## src/rtl/ps2_host_tx.sv

```systemverilog
// Host-to-device PS/2 transmitter.
// Sends one command byte to the device over the shared PS2_CLK/PS2_DAT pair.
// Both lines are driven open-drain through output enables (1 = pull low).
// busy also gates the receive path so it ignores the host's own frame.
module ps2_host_tx #(
   parameter int unsigned INHIBIT_CYCLES = 6000,
   parameter int unsigned RTS_CYCLES     = 250,
   parameter int unsigned TIMEOUT_CYCLES = 1000000
) (
   input  logic       clk,
   input  logic       reset,
   input  logic       send,
   input  logic [7:0] cmd_byte,
   input  logic       ps2_clk_in,
   input  logic       ps2_dat_in,
   output logic       ps2_clk_oe,
   output logic       ps2_dat_oe,
   output logic       busy,
   output logic       done,
   output logic       error,
   output logic [1:0] err_code
);

   // One shared counter covers the inhibit, request-to-send and timeout intervals.
   localparam int unsigned MAX_A  = (INHIBIT_CYCLES > RTS_CYCLES) ? INHIBIT_CYCLES : RTS_CYCLES;
   localparam int unsigned MAX_CNT = (MAX_A > TIMEOUT_CYCLES) ? MAX_A : TIMEOUT_CYCLES;
   localparam int unsigned CNT_W  = $clog2(MAX_CNT + 1);

   localparam logic [CNT_W-1:0] INHIBIT_LAST = CNT_W'(INHIBIT_CYCLES - 1);
   localparam logic [CNT_W-1:0] RTS_LAST     = CNT_W'(RTS_CYCLES - 1);
   localparam logic [CNT_W-1:0] TIMEOUT_LAST = CNT_W'(TIMEOUT_CYCLES - 1);

   localparam logic [1:0] ERR_NONE    = 2'b00;
   localparam logic [1:0] ERR_TIMEOUT = 2'b01;
   localparam logic [1:0] ERR_NACK    = 2'b10;

   typedef enum logic [2:0] {
      StIdle,
      StInhibit,
      StRts,
      StShift,
      StAck,
      StWaitIdle,
      StFail
   } state_t;

   state_t           state;
   logic [CNT_W-1:0] cnt;
   logic [3:0]       bit_idx;
   logic [7:0]       data_q;
   logic             parity_q;

   logic clk_meta, clk_sync, clk_prev;
   logic dat_meta, dat_sync;
   logic clk_fe;
   logic timed_out;

   // Two-flop synchronizers for both pads, plus a delayed clock copy for edge detection.
   always_ff @(posedge clk or negedge reset) begin
      if (!reset) begin
         clk_meta <= 1'b0;
         clk_sync <= 1'b0;
         clk_prev <= 1'b0;
         dat_meta <= 1'b0;
         dat_sync <= 1'b0;
      end else begin
         clk_meta <= ps2_clk_in;
         clk_sync <= clk_meta;
         clk_prev <= clk_sync;
         dat_meta <= ps2_dat_in;
         dat_sync <= dat_meta;
      end
   end

   // Device clock falling edge, and expiry of the inter-edge timeout.
   always_comb begin
      clk_fe    = clk_prev & ~clk_sync;
      timed_out = (cnt == TIMEOUT_LAST);
   end

   // Transaction FSM; every output is registered so the pad enables never glitch.
   always_ff @(posedge clk or negedge reset) begin
      if (!reset) begin
         state      <= StIdle;
         cnt        <= '0;
         bit_idx    <= '0;
         data_q     <= '0;
         parity_q   <= 1'b0;
         ps2_clk_oe <= 1'b0;
         ps2_dat_oe <= 1'b0;
         busy       <= 1'b0;
         done       <= 1'b0;
         error      <= 1'b0;
         err_code   <= ERR_NONE;
      end else begin
         done  <= 1'b0;
         error <= 1'b0;
         unique case (state)
            StIdle: begin
               ps2_clk_oe <= 1'b0;
               ps2_dat_oe <= 1'b0;
               if (send) begin
                  data_q     <= cmd_byte;
                  parity_q   <= ~^cmd_byte;
                  err_code   <= ERR_NONE;
                  cnt        <= '0;
                  busy       <= 1'b1;
                  ps2_clk_oe <= 1'b1;
                  state      <= StInhibit;
               end
            end

            StInhibit: begin
               if (cnt == INHIBIT_LAST) begin
                  cnt        <= '0;
                  ps2_dat_oe <= 1'b1;   // start bit
                  state      <= StRts;
               end else begin
                  cnt <= cnt + 1'b1;
               end
            end

            StRts: begin
               if (cnt == RTS_LAST) begin
                  cnt        <= '0;
                  bit_idx    <= '0;
                  ps2_clk_oe <= 1'b0;   // hand the clock over to the device
                  state      <= StShift;
               end else begin
                  cnt <= cnt + 1'b1;
               end
            end

            StShift: begin
               if (clk_fe) begin
                  cnt     <= '0;
                  bit_idx <= bit_idx + 1'b1;
                  if (bit_idx < 4'd8) begin
                     ps2_dat_oe <= ~data_q[bit_idx[2:0]];
                  end else if (bit_idx == 4'd8) begin
                     ps2_dat_oe <= ~parity_q;
                  end else begin
                     ps2_dat_oe <= 1'b0;   // stop bit: release the line
                     state      <= StAck;
                  end
               end else if (timed_out) begin
                  ps2_clk_oe <= 1'b0;
                  ps2_dat_oe <= 1'b0;
                  err_code   <= ERR_TIMEOUT;
                  error      <= 1'b1;
                  busy       <= 1'b0;
                  state      <= StFail;
               end else begin
                  cnt <= cnt + 1'b1;
               end
            end

            StAck: begin
               if (clk_fe) begin
                  cnt <= '0;
                  if (!dat_sync) begin
                     state <= StWaitIdle;
                  end else begin
                     err_code <= ERR_NACK;
                     error    <= 1'b1;
                     busy     <= 1'b0;
                     state    <= StFail;
                  end
               end else if (timed_out) begin
                  ps2_clk_oe <= 1'b0;
                  ps2_dat_oe <= 1'b0;
                  err_code   <= ERR_TIMEOUT;
                  error      <= 1'b1;
                  busy       <= 1'b0;
                  state      <= StFail;
               end else begin
                  cnt <= cnt + 1'b1;
               end
            end

            StWaitIdle: begin
               if (clk_sync && dat_sync) begin
                  done  <= 1'b1;
                  busy  <= 1'b0;
                  state <= StIdle;
               end else if (clk_fe) begin
                  cnt <= '0;
               end else if (timed_out) begin
                  ps2_clk_oe <= 1'b0;
                  ps2_dat_oe <= 1'b0;
                  err_code   <= ERR_TIMEOUT;
                  error      <= 1'b1;
                  busy       <= 1'b0;
                  state      <= StFail;
               end else begin
                  cnt <= cnt + 1'b1;
               end
            end

            StFail: begin
               // error was raised on entry; this cycle is the pulse itself
               ps2_clk_oe <= 1'b0;
               ps2_dat_oe <= 1'b0;
               state      <= StIdle;
            end

            default: begin
               ps2_clk_oe <= 1'b0;
               ps2_dat_oe <= 1'b0;
               busy       <= 1'b0;
               state      <= StIdle;
            end
         endcase
      end
   end

endmodule

```

## config.mk

```make
export PLATFORM = sky130hd
export DESIGN_NAME = ps2_host_tx
export DESIGN_NICKNAME = d
export VERILOG_FILES = /design/src/rtl/ps2_host_tx.sv
export SDC_FILE = /design/constraint.sdc
export NUM_CORES = 1
export LEC_CHECK = 0
export ABC_AREA = 1
export ABC_CLOCK_PERIOD_IN_PS = 2000
export BUFFER_PORTS_ARGS = -buffer_cell sky130_fd_sc_hd__buf_2
export CORE_ASPECT_RATIO = 1.4
export CORE_MARGIN = 2
export CORE_UTILIZATION = 52
export CTS_CLUSTER_SIZE = 12
export DETAILED_ROUTE_END_ITERATION = 10
export GPL_TIMING_DRIVEN = 0
export HOLD_SLACK_MARGIN = 0.12
export PLACE_DENSITY = 0.73
export SYNTH_ARGS = -nofsm -noshare
export SYNTH_HDL_FRONTEND = slang
export SYNTH_SLANG_ARGS = --single-unit
```

## constraint.sdc

```tcl
create_clock -name clk -period 2 [get_ports clk]
set_clock_uncertainty 0.15 [all_clocks]
set_input_delay 0.3 -clock clk [delete_from_list [all_inputs] [get_ports clk]]
set_output_delay 0.3 -clock clk [all_outputs]
set_load 0.05 [all_outputs]
```

==> results of run 1 <==
==> flip-flops by register name (all words and copies together), names as in the netlist, 2 cells and up <==
| signal | cells |
|---|---|
| bit_idx | 4 |
| cnt | 20 |
| data_q | 8 |
| err_code | 2 |
| state | 3 |
==> worst max-delay path by stage <==
stage,to,slack [ps],depth (start not counted)
detailed placement,cnt[11],-210,11
CTS,cnt[12],4,11
global placement,cnt[14],-230,11
finish,cnt[9],-5,8
global route,cnt[11],-20,8
floorplan,cnt[10],100,11
==> timing repair <==
item                       4_1_cts  5_1_grt
cloned                           1        0
resized for setup                5       33
buffers inserted                 7       12
hold buffers                     8        0
pin swaps                        5       12
hold endpoints to repair        55        0
setup endpoints to repair       27       30
==> synthesized netlist by cell type (4+ instances only) <==
library cell	instances	share of area
a21oi_1	7	0.011
xor2_1	6	0.016
nand3_2	10	0.030
nor2_1	52	0.059
ha_1	4	0.015
inv_2	5	0.0057
mux2_2	6	0.020
xnor2_1	6	0.016
dfrtp_1	48	0.36
o21ai_1	8	0.012
nor3_1	9	0.014
nand4_1	12	0.023
clkbuf_1	4	0.0046
inv_1	51	0.058
nand2_1	116	0.13
nand3_1	48	0.073
nor2_2	12	0.023
o21ai_0	21	0.032
==> cells by family after synthesis <==
logic type,after synthesis
multiplexers,6
adder cells (fa/ha/maj),4
buffers and inverters,66
XOR/XNOR,12
flip-flops,48
AND/OR/NAND/NOR,270
AO/OA/AOI/OAI,49
==> power by group <==
| part | switching (W) | total [W] | internal (W) |
|---|---|---|---|
| Combinational | 0.00129 | 0.00198 | 0.000699 |
| Clock | 0.000324 | 0.000696 | 0.000372 |
| Sequential | 0.000173 | 0.00135 | 0.00117 |
==> worst max-delay path, delay by kind of cell, from the launching register on <==
family	cells	cell delay, ps
flip-flops	1	460
AND/OR/NAND/NOR	8	1280
==> per-layer routing <==
| metal | up-vias | global-route usage |
|---|---|---|
| met1 | 1479 | 0.284 |
| met2 | 61 | 0.460 |
| met4 | 0 | 0.122 |
| met5 | - | 0 |
| li1 | 1586 | - |
| met3 | 21 | 0.0310 |
==> layout by cell type (no fill, tap or decap), drive strengths merged <==
cell type,count
a21boi,1
clkbuf,9
dlygate4sd3,8
dfrtp,48
nand3b,1
clkinv,1
nand3,60
a31o,1
nand2,119
o211ai,3
o21a,2
a211oi,1
buf,43
o2111ai,1
xor2,6
ha,4
bufinv,1
xnor2,6
o31ai,1
mux2,6
nor3,10
o21bai,1
nor2,69
a31oi,1
nand4,12
o21ai,29
a21oi,8
inv,57
==> through the flow <==
step	hold slack (ps)	area [sq um]	std cells
2_1_floorplan	-146	3300	455
3_3_place_gp	182	3480	546
3_5_place_dp	187	3480	546
4_1_cts	124	3760	570
5_1_grt	135	3940	581
6_report	126	3940	581
==> layout make-up <==
cell class / instances / area, sq um / share of cell area
plain buffers: 8 / 57.6 / 0.0146
multi-input cells: 342 / 1940 / 0.491
repair buffers: 46 / 322 / 0.0816
clock buffers: 6 / 72.6 / 0.0184
well taps: 72 / 90.1 / 0.0229
flip-flops and latches: 48 / 1210 / 0.306
clock inverters: 2 / 35.0 / 0.00889
inverters: 57 / 221 / 0.0562
==> metrics.csv, run 1 <==
metric,value,unit
wire length per cell,14.6,um
synthesized flop and latch total,48,
"Slowest-stage cell, CP",dfrtp_2,
largest net degree at the start of global routing,49,
async set-or-reset flop fraction in the synthesized netlist,1.00,
cts bufs inserted,5,
"Hold Vio Cnt, Final",0,
Worst-path clk slew,80,ps
clk sinks,48,
Ports,20,
xor/xnor cell area share of the yosys netlist,0.0319,
"Max FO, Critical Path",5,
Synth cell types,39,
crit-path max cell delay,460,ps
highest metal used,met4,
period utilization,1.00,
power per cell area,1020,nW/um^2
Tmin final,2010,ps
Setup Total Neg Slack,-10.1,ps
DRT antenna net count,0,
worst r2r src,cnt[11],
crit path cell chain,nor2_2 -> nand2_1 -> nor3_2 -> nand3_2 -> nand2_4 -> nand3b_4 -> nor2_4 -> nor2_2,
synth warn,0,
Setup Slack @ Placement,-211,ps
core area,6170,sq um
routed length on met1,3.43,mm
Slew HR,0.289,
sequential area share after synthesis,0.364,
Critical Path Start,cnt[11],
Final Setup Violations,2,
GPL Wtd Cong,0.911,
clock latency on the worst-skew pair,300,ps
CP startpoint kind,register,
area grow syn2layout,19.5,%
failing checks,negative setup slack,
total power,0.00403,W
vias per cell,5.42,
Synth Flop Type,dfrtp_1,
Hold Path Depth,2,
syn nets,472,
worst-case clock buffer depth,2,
vias in the first global route,3153,
Die Y,98.2,um
DRT iter0 DRCs,163,
status,"finished, violations left",
number of H-tree levels,2,
Synth Area in Adders,0.0152,
Leak,1.86,nW
global-route wire length before repair,14.1,mm
maximum vdd ir drop,777,uV
Max Freq,0.499,GHz
critical path arrival,2040,ps
ratio of cells with drive above 1 in the final layout,0.234,
Post-Route WL,8.46,mm
"Cell Area, Synth",3300,sq um
Crit Path Class,reg2reg,
DRC Markers,0,
drt pass-1 iters,5,
initial core utilization,0.535,
capturing point of the worst reg2reg path,cnt[9],
setup repair after global routing missed its margin,yes,
largest family of logic cells by synthesized area,simple AND/OR/NAND/NOR gates,
Filler cells,544,
I/O Buffers,19,
r2r setup slk,-5,ps
wire length on met2,4.55,mm
Post-synth EDFFs,0,
Horiz. Die Dim,71.3,um
Critical Path RT,2030,ps
Max Cap Violations,0,
"Avg Cell Area, Syn",7.25,sq um
grt ovf,0,
Synth Area in Compound Gates,0.0850,
Final Net Count,525,
Antenna diodes,0,
Crit. End Element,register,
initial antenna violation count,0,
detailed placer's ending HPWL,6.09,mm
CP most frequent cell,nor2_2,
cells on worst reg2reg path,8,
Hold Crit Start,cmd_byte[7],
CTS tree,yes,
row count,34,
Hold Path Sink,data_q[7],
mux share of post-synthesis cell area,0.0205,
CTS Root Cell,clkbuf_8,
global-route usage over all layers,0.252,
Die ar.,7000,sq um
Final Util,0.639,
met3 wire length,212,um
via total after detailed routing,3147,
Worst Tran Pin Value,1070,ps
Slew Limit Fails,0,
"Worst Setup Slack, final",-5.34,ps
Hold Path Class,in2reg,
Synth Area in Simple Gates,0.402,
cells after synthesis,455,
No activity file was read; power rests on OpenSTA's default activity.
==> inputs of run 2 (changes only) <==
--- a/config.mk
+++ b/config.mk
@@ -17,3 +17,3 @@
 export HOLD_SLACK_MARGIN = 0.12
-export PLACE_DENSITY = 0.73
+export PLACE_DENSITY = 0.85
 export SYNTH_ARGS = -nofsm -noshare
--- a/constraint.sdc
+++ b/constraint.sdc
@@ -4,2 +4,2 @@
 set_output_delay 0.3 -clock clk [all_outputs]
-set_load 0.05 [all_outputs]
+set_load 0.005 [all_outputs]
==> metrics.csv, run 2 (synthesized netlist as in run 1, its figures left out) <==
metric,value,unit,change
I/O Buffers,19,,unchanged
Final Util,0.656,,+0.0174
Die ar.,7000,sq um,unchanged
Critical Path RT,2050,ps,+20 ps
row count,34,,unchanged
cts bufs inserted,5,,unchanged
"Max FO, Critical Path",5,,unchanged
worst-case clock buffer depth,2,,unchanged
wire length on met2,4.65,mm,+2.2%
Post-Route WL,8.75,mm,+3.4%
Worst Tran Pin Value,1080,ps,+9.59 ps
ratio of cells with drive above 1 in the final layout,0.270,,+0.0365
"commonest non-fill, non-tap cells in the layout","nand2_1 (112), inv_1 (50), nor2_1 (47)",,
top flop regs,"cnt: 20 flops, data_q: 8 flops, bit_idx: 4 flops",,
max reg flops,20,,unchanged
clock share of power,0.157,,-0.016
clock latency on the worst-skew pair,310,ps,about the same
wire length per cell,14.8,um,+1.8%
global-route usage over all layers,0.245,,-0.00722
Crit. End Element,register,,
"Slowest-stage cell, CP",dfrtp_2,,
critical path arrival,2040,ps,about the same
core area,6170,sq um,unchanged
clk sinks,48,,unchanged
Leak,1.90,nW,+1.9%
crit path cell chain,nor2_2 -> nand2_1 -> nor3_4 -> nand3_4 -> nand2_4 -> nand3b_4 -> nor2_4 -> nor2_2,,
routed length on met1,3.38,mm,-1.5%
Pint,0.00214,W,-4.6%
Hold Path Class,in2reg,,
combinational share of power,0.495,,+0.002
CP startpoint kind,register,,
WHS,121,ps,-4.96 ps
Horiz. Die Dim,71.3,um,unchanged
DRT iter0 DRCs,238,,+46%
Final Net Count,534,,+1.7%
Reg with most FFs,cnt,,
detailed placer's ending HPWL,6.14,mm,+0.80%
Worst-path clk slew,100,ps,+20 ps
power per cell area,962,nW/um^2,-5.9%
CP most frequent cell,nor2_2,,
DRC Markers,0,,unchanged
vias in the first global route,3073,,-2.5%
vias per cell,5.63,,+4.0%
Final Setup Violations,0,,-2
drt pass-1 iters,5,,unchanged
CTS Root Cell,clkbuf_8,,
Tmin final,1990,ps,-16.0 ps
Antenna diodes,0,,unchanged
setup repair after global routing missed its margin,yes,,
largest net degree at the start of global routing,49,,unchanged
crit-path max cell delay,450,ps,about the same
Max Cap Violations,0,,unchanged
highest metal used,met4,,
Net Sw Frac,0.450,,+0.00759
"leading cell type in the layout, fill and taps excluded",nand2_1,,
CTS tree,yes,,
sequential share of power,0.349,,+0.015
Die Y,98.2,um,unchanged
GPL Wtd Cong,0.937,,+2.9%
Slew HR,0.282,,-0.00640
status,finished clean,,
total power,0.00389,W,-3.3%
via total after detailed routing,3322,,+5.6%
Max Freq,0.503,GHz,+0.81%
global-route wire length before repair,13.7,mm,-2.8%
period utilization,0.995,,-0.00801
area grow syn2layout,22.8,%,
number of H-tree levels,2,,unchanged
initial antenna violation count,0,,unchanged
sw power,0.00175,W,-1.6%
met3 wire length,320,um,+51%
Slew Limit Fails,0,,unchanged
maximum vdd ir drop,804,uV,+3.6%
Ports,20,,unchanged
Crit Path Class,reg2reg,,
DRT antenna net count,0,,unchanged
Setup Total Neg Slack,0,ps,+10.1 ps
initial core utilization,0.535,,unchanged
grt ovf,0,,unchanged
"Hold Vio Cnt, Final",0,,unchanged
## run 2: cell type report
type | instances | area [sq um]
plain buffers | 7 | 47.5
clock inverters | 3 | 23.8
inverters | 57 | 221
repair buffers | 56 | 399
multi-input cells | 342 | 1980
well taps | 72 | 90.1
fillers | 522 | 2120
flip-flops and latches | 48 | 1220
clock buffers | 5 | 68.8
## run 2: final timing paths
path,startpoint,to,slack [ps],cells after the start
setup / recovery,cnt[15],cnt[17],10,8
hold / removal,cmd_byte[5],data_q[5],120,3
setup reg to reg,cnt[15],cnt[17],10,8
hold reg to reg,clk_meta,clk_sync,200,0
max in group asynchronous,reset,cnt[5],390,2
min in group asynchronous,reset,cnt[11],560,2
## run 2: worst max-delay path, delay by kind of cell, from the launching register on
family / cells / cell delay (ps)
and+or+nand+nor: 8 / 1260
DFF: 1 / 450
## run 2: power by group through the flow
stage	Combinational (W)	Sequential, W	Clock (W)
after floorplan	0.00126	0.00131	0
after global placement	0.00164	0.00133	0
after detailed placement	0.00167	0.00135	0
after CTS	0.00178	0.00135	0.000610
after global routing	0.00211	0.00139	0.000654
final	0.00193	0.00136	0.000609
## run 2: metal layers
layer	up-vias	GRT usage
met1	1582	0.274
met4	0	0.113
met2	102	0.452
li1	1603	-
met5	-	0
met3	35	0.0299
## run 2: through the flow
stage	area [sq um]	setup slack [ps]	instances
finish	4050	10.7	590
global route	4050	-41.1	590
CTS	3750	1.18	568
detailed placement	3480	-218	546
global placement	3480	-218	546
floorplan	3300	99.5	455
## run 2: timing repair
| action | in CTS | in global routing |
|---|---|---|
| setup buffers | 5 | 23 |
| resized for setup | 11 | 41 |
| cloned | 1 | 0 |
| hold endpoints to repair | 56 | 0 |
| endpoints found under the setup margin | 26 | 29 |
| hold buffers | 9 | 0 |
| pin swaps | 4 | 14 |
==> inputs of run 3 (changes only) <==
Settings changed: CORE_UTILIZATION 52 to 55, PLACE_DENSITY 0.85 to 0.88.
==> metrics.csv, run 3 (synthesized netlist as in run 1, its figures left out) <==
metric,value,unit,change
period utilization,1.01,,+0.0120
ratio of cells with drive above 1 in the final layout,0.231,,-0.0392
I/O Buffers,19,,unchanged
clock latency on the worst-skew pair,310,ps,about the same
vias per cell,5.65,,+0.31%
Crit. End Element,register,,
multi-input logic area,1920,sq um,-3.2%
Worst Tran Pin Value,1110,ps,+29.2 ps
initial antenna violation count,0,,unchanged
worst-case clock buffer depth,2,,unchanged
critical path arrival,2060,ps,+20 ps
maximum vdd ir drop,893,uV,+11%
Filler cells,476,,-8.8%
Ports,20,,unchanged
CP startpoint kind,register,,
r2r setup slk,-10,ps,-20 ps
failing checks,negative setup slack,,
GPL Wtd Cong,0.929,,-0.82%
initial core utilization,0.567,,+0.0318
Horiz. Die Dim,69.4,um,-2.6%
global-route usage over all layers,0.273,,+0.0280
Critical Path RT,2050,ps,about the same
Cell Count Post-Placement,544,,-0.37%
"Worst Setup Slack, final",-13.4,ps,-24.0 ps
Reg with most FFs,cnt,,
Hold Path Class,reg2reg,,
CTS Root Cell,clkbuf_8,,
Die Y,95.6,um,-2.7%
wire length per cell,15.0,um,+1.2%
Max Cap Violations,0,,unchanged
DRC Markers,0,,unchanged
Antenna diodes,0,,unchanged
setup repair after global routing missed its margin,yes,,
cts bufs inserted,5,,unchanged
DRT iter0 DRCs,336,,+41%
Die ar.,6640,sq um,-5.2%
global-route wire length before repair,14.5,mm,+5.7%
"leading cell type in the layout, fill and taps excluded",nand2_1,,
Post-Route WL,8.78,mm,+0.31%
grt ovf,0,,unchanged
number of H-tree levels,2,,unchanged
Leak,1.88,nW,-0.83%
Final Net Count,531,,-0.56%
power per cell area,1010,nW/um^2,+4.8%
row count,33,,-2.9%
via total after detailed routing,3304,,-0.54%
Final Setup Violations,5,,+5
drt pass-1 iters,7,,+2
"Hold Vio Cnt, Final",0,,unchanged
Crit Path Class,reg2reg,,
largest net degree at the start of global routing,49,,unchanged
clk sinks,48,,unchanged
core area,5820,sq um,-5.6%
area grow syn2layout,20.4,%,
Slew HR,0.263,,-0.0195
CTS tree,yes,,
"Max FO, Critical Path",5,,unchanged
fin cells,585,,-0.85%
"commonest non-fill, non-tap cells in the layout","nand2_1 (115), inv_1 (51), nor2_1 (48)",,
max reg flops,20,,unchanged
Tmin final,2010,ps,+24.0 ps
detailed placer's ending HPWL,6.10,mm,-0.63%
DRT antenna net count,0,,unchanged
Max Freq,0.497,GHz,-1.2%
top flop regs,"cnt: 20 flops, data_q: 8 flops, bit_idx: 4 flops",,
vias in the first global route,3231,,+5.1%
Slew Limit Fails,0,,unchanged
Setup Slack @ Placement,-184,ps,+33.6 ps
total power,0.00400,W,+2.8%
Worst-path clk slew,100,ps,about the same
register area,1210,sq um,-0.82%
status,"finished, violations left",,
WHS,209,ps,+88.0 ps
[run 3: power breakdown]
part | internal, W | switching [W]
clock network | 0.000377 | 0.000362
registers | 0.00118 | 0.000175
logic | 0.000707 | 0.00120
[run 3: path summary, 6_finish.rpt]
path | start | end | cells past startpoint
worst min register to register | dat_meta | dat_sync | 0
max in group asynchronous | reset | cnt[9] | 2
worst min-delay path | dat_meta | dat_sync | 0
worst max-delay path | cnt[7] | cnt[15] | 9
min in group asynchronous | reset | cnt[8] | 2
worst max register to register | cnt[7] | cnt[15] | 9
[run 3: repair_timing]
action	CTS	global route
setup buffers	9	14
hold buffers	11	0
setup endpoints to repair	25	27
pin swaps	5	15
gates cloned	1	0
hold endpoints to repair	58	0
resized for setup	11	16
[run 3: worst max-delay path, cell delays in order (launching register included)]
cell and delay, ps:
dfrtp_1 430, nand2_1 160, nor2_4 140, inv_1 60, nor2_1 160, nand3_2 160
nand2_4 120, nand3b_4 160, nor2_4 300, nor2_2 50
[run 3: stage by stage]
| step | TNS, ps | instance area [sq um] | utilization |
|---|---|---|---|
| 2_1_floorplan | 0 | 3300 | - |
| 3_3_place_gp | -2500 | 3480 | 0.598 |
| 3_5_place_dp | -3070 | 3480 | 0.598 |
| 4_1_cts | 0 | 3830 | 0.658 |
| 5_1_grt | -931 | 3970 | 0.682 |
| 6_report | -48.4 | 3970 | 0.682 |
[run 3: per-layer routing]
metal / track usage / wire length, um / share of wire / vias to the layer above
met5: 0 / 0 / 0 / -
met4: 0.150 / 423 / 0.048 / 0
met3: 0.0222 / 360 / 0.041 / 44
met2: 0.522 / 4690 / 0.53 / 135
met1: 0.298 / 3310 / 0.38 / 1529
li1: - / - / - / 1596
[run 3: area by class of cell]
cell class	count	share of cell area
sequential	48	0.304
clock inverter	3	0.0117
inverter	57	0.0551
timing repair buffer	53	0.0951
tap	70	0.0221
buffer	7	0.0120
multi-input combinational	342	0.483
clock buffer	5	0.0173
